File: config.mk
export PLATFORM = sky130hd
export DESIGN_NAME = seg7_scan_driver
export DESIGN_NICKNAME = d
export VERILOG_FILES = /design/src/rtl/seg7_scan_driver.sv
export SDC_FILE = /design/constraint.sdc
export NUM_CORES = 1
export LEC_CHECK = 0
export BUFFER_PORTS_ARGS = -buffer_cell sky130_fd_sc_hd__buf_2
export CORE_MARGIN = 8
export CORE_UTILIZATION = 45
export DETAILED_ROUTE_END_ITERATION = 10
export RECOVER_POWER = 25
export REMOVE_ABC_BUFFERS = 1
export SLEW_MARGIN = 20
export SYNTH_ARGS = -nofsm -noshare
export SYNTH_HDL_FRONTEND = slang
export SYNTH_SLANG_ARGS = --single-unit
File: constraint.sdc
create_clock -name clk -period 5.7 [get_ports clk]
set_input_delay 1.14 -clock clk [delete_from_list [all_inputs] [get_ports clk]]
set_output_delay 1.14 -clock clk [all_outputs]
set_load 0.005 [all_outputs]
File: src/rtl/seg7_scan_driver.sv
// Multiplexed seven-segment scan driver: time-slices DIGITS hex digits onto one
// segment bus. Loaded values are double-buffered and swapped only at frame boundaries.
module seg7_scan_driver #(
    parameter int DIGITS      = 4,
    parameter int CNT_WIDTH   = 4,
    parameter int REFRESH_DIV = 1000
) (
    input  logic                          clk,
    input  logic                          reset,
    input  logic                          enable,
    input  logic                          load,
    input  logic [DIGITS*CNT_WIDTH-1:0]   digits_in,
    input  logic                          blank_lz,
    output logic [DIGITS-1:0]             an,
    output logic [6:0]                    seg,
    output logic                          frame_done
);

    localparam int RC_W  = (REFRESH_DIV > 2) ? $clog2(REFRESH_DIV) : 1;
    localparam int IDX_W = (DIGITS > 1) ? $clog2(DIGITS) : 1;
    localparam logic [RC_W-1:0]  RC_LAST  = RC_W'(REFRESH_DIV - 1);
    localparam logic [IDX_W-1:0] IDX_LAST = IDX_W'(DIGITS - 1);

    // Standard hex font, segments ordered {g,f,e,d,c,b,a}.
    function automatic logic [6:0] hex_to_seg(input logic [3:0] value);
        logic [6:0] pattern;
        case (value)
            4'h0:    pattern = 7'h3F;
            4'h1:    pattern = 7'h06;
            4'h2:    pattern = 7'h5B;
            4'h3:    pattern = 7'h4F;
            4'h4:    pattern = 7'h66;
            4'h5:    pattern = 7'h6D;
            4'h6:    pattern = 7'h7D;
            4'h7:    pattern = 7'h07;
            4'h8:    pattern = 7'h7F;
            4'h9:    pattern = 7'h6F;
            4'hA:    pattern = 7'h77;
            4'hB:    pattern = 7'h7C;
            4'hC:    pattern = 7'h39;
            4'hD:    pattern = 7'h5E;
            4'hE:    pattern = 7'h79;
            4'hF:    pattern = 7'h71;
            default: pattern = 7'h00;
        endcase
        return pattern;
    endfunction

    logic [RC_W-1:0]             refresh_cnt_r;
    logic [IDX_W-1:0]            index_r;
    logic [DIGITS*CNT_WIDTH-1:0] pending_r;
    logic [DIGITS*CNT_WIDTH-1:0] active_r;
    logic                        pending_flag_r;
    logic                        slot_wrap_s;
    logic                        frame_wrap_s;
    logic [CNT_WIDTH-1:0]        digit_s;
    logic [DIGITS-1:0]           zero_from_s;
    logic                        zero_run_s;
    logic                        blank_s;

    // Slot and frame boundary strobes.
    always_comb begin
        slot_wrap_s  = enable && (refresh_cnt_r == RC_LAST);
        frame_wrap_s = slot_wrap_s && (index_r == IDX_LAST);
    end

    // Refresh counter and digit index.
    always_ff @(posedge clk) begin
        if (reset) begin
            refresh_cnt_r <= {RC_W{1'b0}};
            index_r       <= {IDX_W{1'b0}};
        end else if (enable) begin
            refresh_cnt_r <= slot_wrap_s ? {RC_W{1'b0}} : refresh_cnt_r + RC_W'(1);
            if (frame_wrap_s) begin
                index_r <= {IDX_W{1'b0}};
            end else if (slot_wrap_s) begin
                index_r <= index_r + IDX_W'(1);
            end else begin
                index_r <= index_r;
            end
        end else begin
            refresh_cnt_r <= refresh_cnt_r;
            index_r       <= index_r;
        end
    end

    // Double buffer: a load at the frame edge bypasses pending; otherwise pending
    // is promoted at the next frame edge, or immediately while the scan is halted.
    always_ff @(posedge clk) begin
        if (reset) begin
            pending_r      <= {(DIGITS*CNT_WIDTH){1'b0}};
            active_r       <= {(DIGITS*CNT_WIDTH){1'b0}};
            pending_flag_r <= 1'b0;
        end else if (load && frame_wrap_s) begin
            active_r       <= digits_in;
            pending_flag_r <= 1'b0;
        end else if (load) begin
            pending_r      <= digits_in;
            pending_flag_r <= 1'b1;
        end else if (pending_flag_r && (frame_wrap_s || !enable)) begin
            active_r       <= pending_r;
            pending_flag_r <= 1'b0;
        end else begin
            pending_flag_r <= pending_flag_r;
        end
    end

    // Current digit and leading-zero run (bit i set when digits i..top are all zero).
    always_comb begin
        digit_s     = active_r[int'(index_r)*CNT_WIDTH +: CNT_WIDTH];
        zero_run_s  = 1'b1;
        zero_from_s = {DIGITS{1'b0}};
        for (int i = DIGITS - 1; i >= 0; i--) begin
            zero_run_s     = zero_run_s && (active_r[i*CNT_WIDTH +: CNT_WIDTH] == {CNT_WIDTH{1'b0}});
            zero_from_s[i] = zero_run_s;
        end
        blank_s = blank_lz && (index_r != {IDX_W{1'b0}}) && zero_from_s[index_r];
    end

    // Registered display outputs and frame pulse.
    always_ff @(posedge clk) begin
        if (reset) begin
            an         <= {DIGITS{1'b1}};
            seg        <= 7'h00;
            frame_done <= 1'b0;
        end else begin
            frame_done <= frame_wrap_s;
            if (!enable || blank_s) begin
                an  <= {DIGITS{1'b1}};
                seg <= 7'h00;
            end else begin
                an  <= ~(DIGITS'(1'b1) << index_r);
                seg <= hex_to_seg(4'(digit_s));
            end
        end
    end

endmodule
Word level (Yosys, flattened, before mapping)

Memory sizes are Yosys's and may differ from the RTL's. A register that Yosys moved wholly into a read port is not among the register bits.
Index checks and enable logic that the tools add are counted.
W data, S select, Z words.

Register bits after elaboration: 50
Bits in read-only memories: 112
Bits of input ports: 21
Output and inout port bits: 12
Logic and storage cells: 53
Memories kept: 1

Memories:

| name             | words | bits a word | read ports | clocked after memory_dff | write ports | line | source |
|---|---|---|---|---|---|---|---|
| (name not given) | 16    | 7           | 1          | 1                        | 0           | 27   | `case (value)` |

Add/sub/neg operators: 2
Magnitude comparators: 1
Equal/unequal tests: 3
Shift-type cells: 2
Muxes and demuxes: 10
Bitwise logic cells: 2
Reductions and logical operators: 25

Operator list:

| operator                | count |
|---|---|
| $mux W16                | 3 |
| $logic_not A4 Y1        | 4 |
| $shiftx A16 B5 Y4       | 1 |
| $add A10 B1 Y10 const B | 1 |
| $eq A10 B10 Y1 const B  | 1 |
| $mux W10                | 1 |
| $logic_and A1 B1 Y1     | 9 |
| $reduce_bool A2 Y1      | 4 |
| $reduce_and A2 Y1       | 3 |
| $mux W2                 | 2 |
| $not A4 Y4              | 1 |
| $reduce_or A2 Y1        | 2 |
| $shl A1 B2 Y4 const A   | 1 |
| $lt A2 B3 Y1 const B    | 1 |
| $mux W1                 | 3 |
| $add A2 B1 Y2 const B   | 1 |
| $bmux W1 S2             | 1 |
| $eq A2 B2 Y1 const B    | 1 |
| $logic_or A1 B1 Y1      | 2 |
| $ne A2 B1 Y1 const B    | 1 |
| $logic_not A1 Y1        | 1 |
| $not A1 Y1              | 1 |

Depth between registers and ports, before layout

Gate-level depths: netlist (run 1).

Depth in word-level cells: 9
Mapped depth: 8
Depth with buffers taken out: 6

Worst setup path after synthesis (run 1)

OpenSTA, ideal clock, no wires.

Path type: in2reg
From: in enable
To: reg pending_r[10]
Setup time: 0.128 ns
Arrival: 2.365 ns
Data required time: 5.572 ns
Path slack: 3.207 ns
Cell stages on the path: 5
Path buffers: 1
Cells stage by stage: nand4b_4 o41ai_4 buf_6 mux2i_1 nor2_1

Word-level cells in the longest chain between the ends: 5

RTL lines:

| what                        | line | source |
|---|---|---|
| start: declaration          | 10   | `input logic enable,` |
| $logic_and A1 B1 Y1         | 63   | `slot_wrap_s = enable && (refresh_cnt_r == RC_LAST);` |
| $logic_and A1 B1 Y1         | 64   | `frame_wrap_s = slot_wrap_s && (index_r == IDX_LAST);` |
| $logic_and A1 B1 Y1         | 94   | `end else if (load && frame_wrap_s) begin` |
| $not A1 Y1 (no line)        | --   |  |
| $reduce_and A2 Y1 (no line) | --   |  |
| end signal: assignment      | 91   | `pending_r <= {(DIGITS*CNT_WIDTH){1'b0}};` |
| end signal: assignment      | 98   | `pending_r <= digits_in;` |
| end: declaration            | 51   | `logic [DIGITS*CNT_WIDTH-1:0] pending_r;` |

No other way between the ends.
A chain may end at the register's enable or synchronous reset.

Worst setup path after layout (run 1)

From: in enable
To: reg active_r[10]

Word-level cells in the longest chain between the ends: 6
Elaborated cells on any way between the ends: 10
Classes of those cells: eq/ne (1); mux (1); reduce/logical (8)

RTL lines:

| what                         | line | source |
|---|---|---|
| $logic_and A1 B1 Y1          | 63   |  |
| $logic_and A1 B1 Y1          | 64   |  |
| $logic_or A1 B1 Y1           | 100  | `end else if (pending_flag_r && (frame_wrap_s \|\| !enable)) begin` |
| $logic_and A1 B1 Y1          | 100  |  |
| $reduce_bool A2 Y1 (no line) | --   |  |
| $reduce_and A2 Y1 (no line)  | --   |  |
| end signal: assignment       | 92   | `active_r <= {(DIGITS*CNT_WIDTH){1'b0}};` |
| end signal: assignment       | 95   | `active_r <= digits_in;` |
| end signal: assignment       | 101  | `active_r <= pending_r;` |
| end: declaration             | 52   | `logic [DIGITS*CNT_WIDTH-1:0] active_r;` |

Several ways; a longest one is shown, not always the timed one.

==> reports/metrics.csv, run 1 <==
stage,metric,value,unit
clocking,h-tree-depth,3,
placed_design,place_congestion,0.793,
synth,yosys.area.top_type,dfxtp_1,
placed_design,portBuffers,32,
layout,final_nets,362,
power_and_ir_drop,p_sw_frac,0.254,
layout,fillers,614,
power_and_ir_drop,p_switching,0.217,mW
clocking,cts_setup_buffers,0,
power_and_ir_drop,cellLeakagePower,1.25,nW
synth,yosys_warnings,0,
grt,grt_pass1_vias,2230,
routing,wl_per_cell,15.3,um
worst_setup_path,crit_required,5890,ps
synth,yosys-top-cells-area,"dfxtp_1 (39%), mux2i_1 (13%), ha_1 (5.1%)",
floorplanning,die_w,96.9,um
clocking,worstSkewPairLatency,340,ps
flow_run,cap_violations,0,
power_and_ir_drop,p_int,0.636,mW
synth,synthSimpleGateAreaFrac,0.183,
worst_setup_path,r2r_slack,2780,ps
synth,avgSynthCellArea,9.75,um2
layout,register_area,1140,um2
sta,setup_tns,0,ps
synth,seq_area_frac_synth,0.387,
synth,syn_inst,302,
worst_setup_path,worstPathArrival,3130,ps
floorplanning,dieArea,9390,um2
synth,ys_ff_latch,57,
clocking,clockBufferDepth,2,
power_and_ir_drop,combPwrFrac,0.103,
power_and_ir_drop,ir_drop,0.161,mV
routing,drt_iter0_drc,95,
placed_design,dp_hpwl,4.36,mm
layout,diodes,0,
floorplanning,die_h,96.9,um
synth,ys_dominant_reg_cell,dfxtp_1,
grt,grt_overflow,0,
layout,layout-drive-gt1-share,0.156,
synth,synth.cell_area,2950,um2
clocking,cts_inserted_buffers,9,
run_status,outcome,finished clean,
sta,hold_viol,0,
layout,final_common_cell,dfxtp_1,
synth,synth_top_family_by_area,simple AND/OR/NAND/NOR gates,
clocking,path_clk_slew,60,ps
synth,synth_edf_count,0,
worst_setup_path,worstPathMaxFanout,19,
grt,grt_pass1_wl,10.8,mm
layout,final_cell_mix,"dfxtp_1 (57), mux2i_1 (38), nor2_1 (31)",
sta,maxSlewHeadroom,0.199,
placed_design,dp_slack,2450,ps
sta,report.final.slew_viol_count,0,
clocking,cts_tree,yes,
synth,synth_cell_types,45,
routing,antenna_left,0,
worst_setup_path,critPathLaunchType,primary input,
synth,synth_top_cell_area_share,0.387,
sta,fmax,340,MHz
sta,fin_crit,2940,ps
floorplanning,initial_utilization,0.464,
sta,fin_crit_sh,0.515,
sta,skew,10.1,ps
floorplanning,core.rowCount,29,
layout,area_growth,11.7,%
worst_setup_path,critPathCaptureType,register,
synth,synth_compound_area_frac,0.143,
grt,grt_max_degree,25,
grt,grt_usage,0.139,
clocking,root_buffer,clkbuf_8,
synth,synth-async-reset-ratio,0,
min_path,hold_class,register to register,
routing,route.vias.total,2339,
clocking,postCtsHoldBufs,0,
power_and_ir_drop,p_seq_frac,0.504,
routing,drt_wl_total,6.29,mm
power_and_ir_drop,power.density,259,nW/um2
routing,remaining_drc_errors,0,
synth,synthXorXnorAreaFrac,0.0297,
power_and_ir_drop,clkPwrFrac,0.393,
synth,synthAdderAreaFrac,0.0510,
sta,rsz0062_at_grt,false,
worst_setup_path,worst-setup-path-type,primary input to register,
sta,setup_ws,2760,ps
clocking,post_cts_resized,0,
routing,drt-pass1-iter-count,4,
sta,finalSetupViolCount,0,
floorplanning,pin_count,33,
routing,via_per_inst,5.69,
sta,worstMarginPinSlew,1200,ps
synth,synth_mux_area_frac,0.167,
clocking,clock_sinks,57,
floorplanning,coreArea,6350,um2
layout,multi_input_area,1690,um2
grt,antenna_found_initial,0,
[synth_stat cells (all sizes together), types with 3 or more instances]
| cell type | count |
|---|---|
| mux2i | 38 |
| or3 | 17 |
| nor3 | 5 |
| xor2 | 3 |
| a21oi | 24 |
| mux4 | 4 |
| a211oi | 4 |
| nor4 | 7 |
| dfxtp | 57 |
| nand4 | 4 |
| or2 | 3 |
| o311ai | 16 |
| clkbuf | 13 |
| nor2 | 31 |
| buf | 5 |
| nand2b | 3 |
| nand2 | 14 |
| inv | 7 |
| ha | 12 |
| xnor2 | 7 |
[final cells by class]
cell class / count / area share
Timing Repair Buffer: 34 / 0.0491
Sequential cell: 57 / 0.347
Inverter: 7 / 0.00799
Clock buffer: 13 / 0.0483
Clock inverter: 3 / 0.00456
Multi-Input combinational cell: 220 / 0.514
Tap cell: 77 / 0.0293
[power by group through the flow]
stage          combinational (mW)  clock (mW)  sequential, mW
6_report                   0.0880       0.335           0.430
5_1_grt                    0.0988       0.365           0.433
4_1_cts                    0.0896       0.344           0.430
3_5_place_dp               0.0891           0           0.439
3_3_place_gp               0.0873           0           0.439
2_1_floorplan              0.0584           0           0.435
[worst max-delay path, cell delays in order]
cell,delay (ps)
buf_2,210
nand4b_4,190
nor4_4,800
o22a_1,640
a21oi_1,130
[flip-flops by register name, summed over array words and instances, names as in the netlist]
signal and count:
active_r 16, pending_r 16, refresh_cnt_r 10, seg 7, an 4, index_r 2
frame_done 1, pending_flag_r 1
[routing by layer]
layer | part of all wire | GRT usage | vias up
met1 | 0.51 | 0.176 | 1122
met4 | 0.018 | 0.0710 | 0
met3 | 0.035 | 0.0427 | 10
li1 | - | - | 1172
met5 | 0 | 0 | -
met2 | 0.44 | 0.206 | 35
[stage by stage]
step	power (mW)	cell area (um2)	hold slack [ps]	util	cells
CTS	0.863	3300	502	0.520	411
floorplan	0.494	2860	463	-	284
global route	0.896	3290	527	0.518	411
finish	0.853	3290	494	0.518	411
detailed placement	0.528	3130	487	0.493	395
global placement	0.526	3130	474	0.493	395
[kinds of logic after synthesis]
logic type               Yosys count
AO/OA/AOI/OAI                     58
XOR/XNOR                          10
adder cells (fa/ha/maj)           12
buffers and inverters             25
flip-flops                        57
multiplexers                      44
AND/OR/NAND/NOR                   96
[final timing paths]
kind	startpoint	endpoint	depth (start not counted)
worst min-delay path	pending_r[12]$_SDFFE_PP0P_	pending_r[12]$_SDFFE_PP0P_	2
worst min register to register	pending_r[12]$_SDFFE_PP0P_	pending_r[12]$_SDFFE_PP0P_	2
worst max-delay path	enable	active_r[10]$_SDFFE_PP0P_	5
worst max register to register	index_r[0]$_SDFFE_PP0P_	active_r[10]$_SDFFE_PP0P_	5
(Power assumes the default switching activity.)
==> inputs of run 2 (changes only) <==
--- a/config.mk
+++ b/config.mk
@@ -5,10 +5,12 @@
 export SDC_FILE = /design/constraint.sdc
 export NUM_CORES = 1
 export LEC_CHECK = 0
+export ABC_AREA = 1
 export BUFFER_PORTS_ARGS = -buffer_cell sky130_fd_sc_hd__buf_2
 export CORE_MARGIN = 8
 export CORE_UTILIZATION = 45
 export DETAILED_ROUTE_END_ITERATION = 10
+export PLACE_DENSITY = 0.67
 export RECOVER_POWER = 25
 export REMOVE_ABC_BUFFERS = 1
 export SLEW_MARGIN = 20
==> constraint.sdc (replaced) <==
create_clock -name clk -period 2.4 [get_ports clk]
set_input_delay 0.48 -clock clk [delete_from_list [all_inputs] [get_ports clk]]
set_output_delay 0.48 -clock clk [all_outputs]
set_load 0.005 [all_outputs]
==> reports/metrics.csv, run 2 <==
stage,metric,value,unit
synth,seq_area_frac_synth,0.397,
placed_design,place_inst,514,
worst_setup_path,worstPathArrival,2330,ps
sta,hold_viol,0,
clocking,cts_tree,yes,
clocking,postCtsHoldBufs,0,
synth,yosysMostFrequentCell,nand2_1,
placed_design,portBuffers,32,
synth,yosys_warnings,0,
worst_setup_path,r2r_slack,300,ps
clocking,cts_setup_buffers,0,
synth,ys_dominant_reg_cell,dfxtp_1,
min_path,worstHoldStart,reset,
sta,rsz0062_at_grt,false,
sta,fmax,476,MHz
clocking,h-tree-depth,3,
sta,skew,7.23,ps
min_path,min_delay_worst_endpoint,pending_flag_r$_SDFFE_PP0P_,
floorplanning,die_w,95.9,um
synth,yosys-top-cells-area,"dfxtp_1 (40%), nand2_1 (16%), nor2_1 (11%)",
synth,synth_cell_types,32,
routing,antenna_left,0,
placed_design,dp_hpwl,4.23,mm
floorplanning,core.rowCount,29,
grt,grt_pass1_vias,2409,
synth,ys_ff_latch,57,
synth,synth_common_cells,"nand2_1 (125), nor2_1 (82), dfxtp_1 (57)",
worst_setup_path,worstPathMaxFanout,16,
synth,synth_top_cell_area_share,0.397,
min_path,min_path_cells,2,
floorplanning,dieArea,9200,um2
routing,wl_per_cell,11.3,um
floorplanning,pin_count,33,
synth,synth-async-reset-ratio,0,
flow_run,cap_violations,0,
sta,maxSlewHeadroom,0.371,
clocking,root_buffer,clkbuf_8,
routing,remaining_drc_errors,0,
layout,layout-drive-gt1-share,0.130,
clocking,clock_sinks,57,
routing,route.vias.total,2511,
sta,fin_crit,2100,ps
synth,syn_inst,415,
worst_setup_path,critPathCaptureType,register,
clocking,post_cts_resized,0,
sta,worstMarginPinSlew,943,ps
routing,drt_wl_total,5.98,mm
power_and_ir_drop,power.density,704,nW/um2
sta,finalSetupViolCount,0,
floorplanning,die_h,95.9,um
worst_setup_path,worst-setup-path-type,register to register,
layout,final_nets,481,
routing,drt_iter0_drc,149,
layout,reg_top3,"active_r: 16 flops, pending_r: 16 flops, refresh_cnt_r: 10 flops",
placed_design,place_congestion,0.836,
sta,fin_crit_sh,0.875,
worst_setup_path,regToRegStartpoint,index_r[0]$_SDFFE_PP0P_,
synth,synth.cell_area,2880,um2
worst_setup_path,reg2reg_depth,8,
power_and_ir_drop,ir_drop,0.613,mV
sta,report.final.slew_viol_count,0,
floorplanning,coreArea,6280,um2
layout,area_growth,13.7,%
layout,diodes,0,
run_status,outcome,finished clean,
clocking,clockBufferDepth,2,
worst_setup_path,critPathLaunchType,register,
routing,via_per_inst,4.74,
clocking,worstSkewPairLatency,350,ps
synth,synth_edf_count,0,
grt,grt_overflow,0,
synth,yosys.area.top_type,dfxtp_1,
layout,final_cell_count_no_fill,530,
grt,grt_max_degree,33,
grt,grt_pass1_wl,10.4,mm
layout,final_cell_mix,"nand2_1 (125), nor2_1 (83), dfxtp_1 (57)",
clocking,path_clk_slew,70,ps
grt,antenna_found_initial,0,
synth,avgSynthCellArea,6.93,um2
worst_setup_path,crit_required,2630,ps
routing,drt-pass1-iter-count,4,
worst_setup_path,r2r_end,seg[3]$_SDFF_PP0_,
power_and_ir_drop,cellLeakagePower,1.62,nW
min_path,hold_class,primary input to register,
grt,grt_usage,0.141,
layout,final_common_cell,nand2_1,
sta,setup_tns,0,ps
clocking,cts_inserted_buffers,9,
floorplanning,initial_utilization,0.458,
-- run 2: critical path, stage by stage, from the launching register on --
cell     delay, ps
dfxtp_1        640
nand2_1        120
a32oi_1        380
inv_1          160
ha_1           320
nand3_1         80
nand2_1         70
o21ai_0        160
nor2_1          50
-- run 2: kinds of logic after synthesis --
logic type	after synthesis	synth area share
compound gates	52	0.0962
simple gates	244	0.369
flops	57	0.397
buf+inv	50	0.0853
fa+ha+maj	12	0.0522
-- run 2: metal layers --
metal | share of wire | wire [um] | up-vias | global-route usage
met3 | 0.051 | 304 | 11 | 0.0507
li1 | - | - | 1360 | -
met1 | 0.49 | 2960 | 1091 | 0.164
met2 | 0.44 | 2620 | 49 | 0.225
met5 | 0 | 0 | - | 0
met4 | 0.017 | 100 | 0 | 0.0666
-- run 2: worst max path at each step --
stage / slack (ps) / endpoint / startpoint / cells after the start
floorplan: 550 / seg[3]$_SDFF_PP0_ / index_r[0]$_SDFFE_PP0P_ / 8
global route: 50 / seg[3]$_SDFF_PP0_ / index_r[0]$_SDFFE_PP0P_ / 8
CTS: 310 / seg[3]$_SDFF_PP0_ / index_r[0]$_SDFFE_PP0P_ / 8
global placement: 400 / seg[3]$_SDFF_PP0_ / index_r[0]$_SDFFE_PP0P_ / 8
finish: 300 / seg[3]$_SDFF_PP0_ / index_r[0]$_SDFFE_PP0P_ / 8
detailed placement: 320 / seg[3]$_SDFF_PP0_ / index_r[0]$_SDFFE_PP0P_ / 8
-- run 2: cell type report --
| class | instances | area [um2] |
|---|---|---|
| Clock buffer | 9 | 124 |
| Clock inverter | 7 | 119 |
| Fill cell | 657 | 3010 |
| Inverter | 38 | 143 |
| Multi-Input combinational cell | 308 | 1480 |
| Sequential cell | 57 | 1140 |
| Tap cell | 77 | 96.3 |
| Timing Repair Buffer | 34 | 164 |
-- run 2: where the power goes --
group | total (mW) | internal (mW) | switching [mW]
registers | 1.01 | 0.988 | 0.0184
clock network | 1.11 | 0.689 | 0.420
logic | 0.187 | 0.0701 | 0.117
total | 2.30 | 1.75 | 0.555
-- run 2: metrics by stage --
| step | total power [mW] | util | cell area, um2 | hold WS (ps) | worst slack [ps] |
|---|---|---|---|---|---|
| finish | 2.30 | 0.521 | 3270 | 393 | 301 |
| global route | 2.39 | 0.521 | 3270 | 391 | 49.4 |
| CTS | 2.33 | 0.524 | 3290 | 381 | 305 |
| detailed placement | 1.22 | 0.485 | 3040 | 464 | 318 |
| global placement | 1.21 | 0.485 | 3040 | 455 | 396 |
| floorplan | 1.15 | - | 2770 | 436 | 553 |
